File: src/rtl/frame_buf_sched.sv
// Triple-buffer scheduler for the SDRAM frame store. It steers camera writes and VGA reads across three frame regions so that the displayed frame is never overwritten.
// Define FRAME_STATS_EN to build the drop/repeat statistics counters; otherwise both outputs read 0.
module frame_buf_sched #(
    parameter logic [23:0] FRAME_SIZE = 24'd786432,
    parameter int          CNT_W      = 16
) (
    input  logic             clk,
    input  logic             rst_n,
    input  logic             sys_init_done,
    input  logic             wr_frame_done,
    input  logic             rd_frame_start,
    input  logic             freeze,
    output logic [23:0]      wr_base,
    output logic [23:0]      rd_base,
    output logic             wr_load,
    output logic             rd_load,
    output logic             disp_valid,
    output logic [CNT_W-1:0] drop_cnt,
    output logic [CNT_W-1:0] repeat_cnt
);

    typedef enum logic [1:0] {WAIT_INIT, PRIME, RUN} state_t;

    state_t      state_q;
    logic [1:0]  w_q, r_q, l_q;
    logic [1:0]  w_d, r_d, l_d;
    logic        lvalid_q, lvalid_d, show_d;
    logic [23:0] wr_base_q, rd_base_q;
    logic        wr_load_q, rd_load_q, disp_valid_q;

    // Each index is at most 2, so a mux replaces the multiplier.
    function automatic logic [23:0] base_of(input logic [1:0] idx);
        return idx[1] ? (FRAME_SIZE << 1) : (idx[0] ? FRAME_SIZE : 24'd0);
    endfunction

    always_comb begin
        w_d      = w_q;
        r_d      = r_q;
        l_d      = l_q;
        lvalid_d = lvalid_q;
        show_d   = 1'b0;
        if (wr_frame_done && rd_frame_start && !freeze) begin
            // The reader takes the frame that has just been completed.
            r_d      = w_q;
            w_d      = l_q;
            l_d      = r_q;
            lvalid_d = 1'b0;
            show_d   = 1'b1;
        end else begin
            if (wr_frame_done) begin
                l_d      = w_q;
                w_d      = 2'd3 - r_q - w_q;
                lvalid_d = 1'b1;
            end
            if (rd_frame_start && lvalid_q && !freeze) begin
                r_d      = l_q;
                l_d      = r_q;
                lvalid_d = 1'b0;
                show_d   = 1'b1;
            end
        end
    end

    always_ff @(posedge clk or negedge rst_n) begin
        if (!rst_n) begin
            state_q      <= WAIT_INIT;
            w_q          <= 2'd0;
            r_q          <= 2'd1;
            l_q          <= 2'd2;
            lvalid_q     <= 1'b0;
            wr_base_q    <= 24'd0;
            rd_base_q    <= FRAME_SIZE;
            wr_load_q    <= 1'b0;
            rd_load_q    <= 1'b0;
            disp_valid_q <= 1'b0;
        end else begin
            wr_load_q <= 1'b0;
            rd_load_q <= 1'b0;
            case (state_q)
                WAIT_INIT: if (sys_init_done) begin
                    state_q   <= PRIME;
                    wr_load_q <= 1'b1;
                    rd_load_q <= 1'b1;
                    wr_base_q <= base_of(w_q);
                    rd_base_q <= base_of(r_q);
                end
                PRIME: state_q <= RUN;
                RUN: if (!sys_init_done) begin
                    state_q      <= WAIT_INIT;
                    w_q          <= 2'd0;
                    r_q          <= 2'd1;
                    l_q          <= 2'd2;
                    lvalid_q     <= 1'b0;
                    disp_valid_q <= 1'b0;
                    wr_base_q    <= 24'd0;
                    rd_base_q    <= FRAME_SIZE;
                end else begin
                    w_q       <= w_d;
                    r_q       <= r_d;
                    l_q       <= l_d;
                    lvalid_q  <= lvalid_d;
                    wr_load_q <= wr_frame_done;
                    rd_load_q <= rd_frame_start;
                    wr_base_q <= base_of(w_d);
                    rd_base_q <= base_of(r_d);
                    if (show_d) disp_valid_q <= 1'b1;
                end
                default: state_q <= WAIT_INIT;
            endcase
        end
    end

`ifdef FRAME_STATS_EN
    logic             run_act, drop_inc, rep_inc;
    logic [CNT_W-1:0] drop_q, rep_q;
    localparam logic [CNT_W-1:0] ONE = {{(CNT_W-1){1'b0}}, 1'b1};

    always_comb begin
        run_act  = (state_q == RUN) && sys_init_done;
        drop_inc = run_act && wr_frame_done && lvalid_q;
        // A simultaneous write completion gives an unfrozen reader a fresh frame.
        rep_inc  = run_act && rd_frame_start && (freeze || (!wr_frame_done && !lvalid_q));
    end

    always_ff @(posedge clk or negedge rst_n) begin
        if (!rst_n) begin
            drop_q <= '0;
            rep_q  <= '0;
        end else begin
            if (drop_inc && drop_q != '1) drop_q <= drop_q + ONE;
            if (rep_inc && rep_q != '1)   rep_q  <= rep_q + ONE;
        end
    end

    assign drop_cnt   = drop_q;
    assign repeat_cnt = rep_q;
`else
    assign drop_cnt   = '0;
    assign repeat_cnt = '0;
`endif

    assign wr_base    = wr_base_q;
    assign rd_base    = rd_base_q;
    assign wr_load    = wr_load_q;
    assign rd_load    = rd_load_q;
    assign disp_valid = disp_valid_q;

endmodule

File: config.mk
export PLATFORM = sky130hd
export DESIGN_NAME = frame_buf_sched
export DESIGN_NICKNAME = d
export VERILOG_FILES = /design/src/rtl/frame_buf_sched.sv
export SDC_FILE = /design/constraint.sdc
export NUM_CORES = 1
export LEC_CHECK = 0
export ABC_CLOCK_PERIOD_IN_PS = 3500
export BUFFER_PORTS_ARGS = -buffer_cell sky130_fd_sc_hd__buf_2
export CAP_MARGIN = 20
export CELL_PAD_IN_SITES_DETAIL_PLACEMENT = 1
export CELL_PAD_IN_SITES_GLOBAL_PLACEMENT = 2
export CORE_MARGIN = 5
export CORE_UTILIZATION = 25
export CTS_BUF_LIST = sky130_fd_sc_hd__clkbuf_4 sky130_fd_sc_hd__clkbuf_8 sky130_fd_sc_hd__clkbuf_16
export DETAILED_ROUTE_END_ITERATION = 16
export GPL_TIMING_DRIVEN = 0
export PLACE_DENSITY = 0.92
export SETUP_SLACK_MARGIN = 0.2
export SYNTH_ARGS = -nofsm -noshare
export SYNTH_HDL_FRONTEND = slang
export SYNTH_SLANG_ARGS = --single-unit
export TNS_END_PERCENT = 100
File: constraint.sdc
create_clock -name clk -period 3.5 [get_ports clk]
set_input_delay 0.175 -clock clk [delete_from_list [all_inputs] [get_ports clk]]
set_output_delay 0.175 -clock clk [all_outputs]
set_load 0.05 [all_outputs]
==> run_results.csv <==
group,metric,value,unit
status,outcome,"completed",
run,drv_cap,0,
synth,ys_types,38,
timing,fin_crit,1810,ps
timing,hold_viol_final,0,
synth,yosysSeqAreaShare,0.299,
synth,ys_ff_latch,18,
timing,fin_tns_setup,0,ps
global_route,grt_pass1_wl,6110,um
synth,ys_async_sr_fraction,1.00,
synth,ys.flop_type,"dfrtp_1",
timing,whs,177,ps
global_route,grt_pass1_vias,1356,
synth,yosys.area.top_type_share,0.365,
clocking,cts_root_buf,"clkbuf_8",
route,first_pass_iters,4,
setup_path,worst_r2r_endpoint,"wr_base[19]",
setup_path,worstPathRequired,3620,ps
layout,diodes,0,
route,routed_wl,3750,um
timing,finalMaxSlewViolations,0,
pwr,power.density,680,nW/um2
layout,synthToLayoutAreaGrowth,33.1,%
timing,rsz0062_at_grt,"false",
setup_path,path_max_fanout,7,
layout,multiInputGateArea,739,um2
placement,gp_congestion,0.842,
hold_path,min_to,"rd_load",
global_route,grt_overflow,0,
die,dieArea,7750,um2
setup_path,reg2reg_depth,6,
layout,nets,280,
layout,layout-drive-gt1-share,0.375,
route,num_vias,1269,
clocking,numCtsBuffers,3,
clocking,ctsResizeCount,0,
die,start_util,0.257,
route,wl_per_cell,10.8,um
placement,place_ws,1700,ps
setup_path,reg2reg_from,"r_q[0]",
setup_path,critPathCaptureType,"flip-flop",
timing,setup_violations,0,
setup_path,startpoint_type,"flip-flop",
setup_path,reg2reg_slack,1690,ps
synth,synth-warning-count,0,
synth,syn_area,1520,um2
synth,synthTopCellsByCount,"74 x buf_4, 16 x nor2_1, 14 x dfrtp_1, 10 x nand2_1, 8 x a21oi_1",
die,core,5920,um2
placement,placed_area,1960,um2
synth,synth_edf_count,0,
route,vias_per_cell,3.66,
timing,max_slew_margin,0.635,
layout,fin_area,2020,um2
timing,fin_worst_skew,2.57,ps
global_route,grtUsageTotal,0.0980,
synth,avgSynthCellArea,8.45,um2
route,drt_iter0_drc,32,
route,drc,0,
setup_path,cp.arrival,1940,ps
timing,fin_ws,1690,ps
clocking,cts_htree_levels,1,
synth,yosysMostFrequentCell,"buf_4",
clocking,clock-sinks,18,
clocking,cts_tree,"done",
setup_path,worstSetupPathType,"reg2reg",
timing,worst_pin_slew,542,ps
hold_path,hold_class,"in2reg",
die,row_count,28,
route,ant_nets,0,
die,die_y,88.0,um
layout,fillCellCount,760,
synth,synthCells,180,
clocking,post-cts-setup-buffers,0,
placement,portBuffers,14,
clocking,clk_latency,260,ps
clocking,clockBufferDepth,2,
hold_path,hold_depth,3,
pwr,p_leak,1.16,nW
placement,dp_hpwl,3090,um
die,die_x,88.0,um
timing,period_share,0.518,
pwr,irDropWorstVdd,0.396,mV
synth,ys_top_cells_by_area,"buf_4 37%, dfrtp_1 23%, dfstp_2 6.9%, nor2_1 3.9%, a21oi_1 2.6%",
synth,synth_top_area_cell,"buf_4",
hold_path,hp-start,"rd_frame_start",
layout,seqCellArea,455,um2
global_route,grt_antenna_before_repair,0,
timing,timing.fmax,552,MHz
die,io_pins,89,
global_route,grt_max_degree,19,
clocking,clk_pin_slew_worst_paths,70,ps
state kept, by name, summed over array words and instances (netlist names):
name / count
w_q: 2
r_q: 2
state_q: 2
rd_base: 3
lvalid_q: 1
wr_base: 3
l_q: 2
disp_valid: 1
wr_load: 1
rd_load: 1
what timing repair did:
action                                  in CTS  in global routing
endpoints found under the setup margin       0                  0
hold endpoints to repair                    14                  0
hold buffers                                 1                  0
cells by family after synthesis:
family | share of synthesized area
buf+inv | 0.395
fa+ha+maj | 0.00822
mux | 0.0140
simple gates | 0.115
xor+xnor | 0.0115
flops | 0.299
compound gates | 0.155
other cells | 0.00246
power breakdown:
group	total, mW	internal [mW]	leakage (nW)	switching, mW
logic	0.812	0.246	0.917	0.565
clock network	0.174	0.100	0.0288	0.0736
registers	0.391	0.308	0.219	0.0829
worst max path at each step:
stage | from | endpoint | slack, ps | cells after the start
after floorplan | r_q[0] | wr_base[18] | 1860 | 6
after global placement | r_q[0] | wr_base[18] | 1740 | 6
after detailed placement | r_q[0] | wr_base[18] | 1700 | 6
after CTS | r_q[0] | wr_base[19] | 1680 | 6
after global routing | r_q[0] | wr_base[19] | 1560 | 6
final | r_q[0] | wr_base[19] | 1690 | 6
layer usage:
layer,vias to the layer above,part of all wire,track usage
li1,638,-,-
met5,-,0,0
met2,46,0.52,0.184
met3,2,0.069,0.0292
met1,583,0.41,0.112
met4,0,0.0048,0.0124
layout make-up:
class,instances,share of cell area
repair buffers,15,0.0396
multi-input cells,151,0.365
plain buffers,77,0.284
flip-flops and latches,18,0.225
inverters,7,0.0130
clock buffers,4,0.0272
well taps,75,0.0464
per-stage QoR:
step / instances / total power, mW / utilization
2_1_floorplan: 253 / 1.05 / -
3_3_place_gp: 342 / 1.18 / 0.331
3_5_place_dp: 342 / 1.20 / 0.331
4_1_cts: 347 / 1.38 / 0.342
5_1_grt: 347 / 1.47 / 0.342
6_report: 347 / 1.38 / 0.342
cell usage in the layout, fill, tap and decap left out, types with 2 or more instances in the layout:
cell / n
a21oi_1: 8
a31oi_1: 5
buf_2: 14
buf_4: 74
clkbuf_8: 4
conb_1: 74
dfrtp_1: 14
dfstp_2: 4
inv_1: 7
nand2_1: 10
nand2b_1: 3
nand3_1: 2
nor2_1: 16
o21ai_0: 7
o22a_1: 3
o22ai_1: 2
worst max-delay path, cell delays in order, from the launching register on:
cell	delay, ps
dfstp_2	610
ha_1	190
xnor2_1	120
nand2_1	120
and4_2	260
a221oi_2	270
a31oi_1	120
Note: power is estimated with default switching activity, not from simulation.
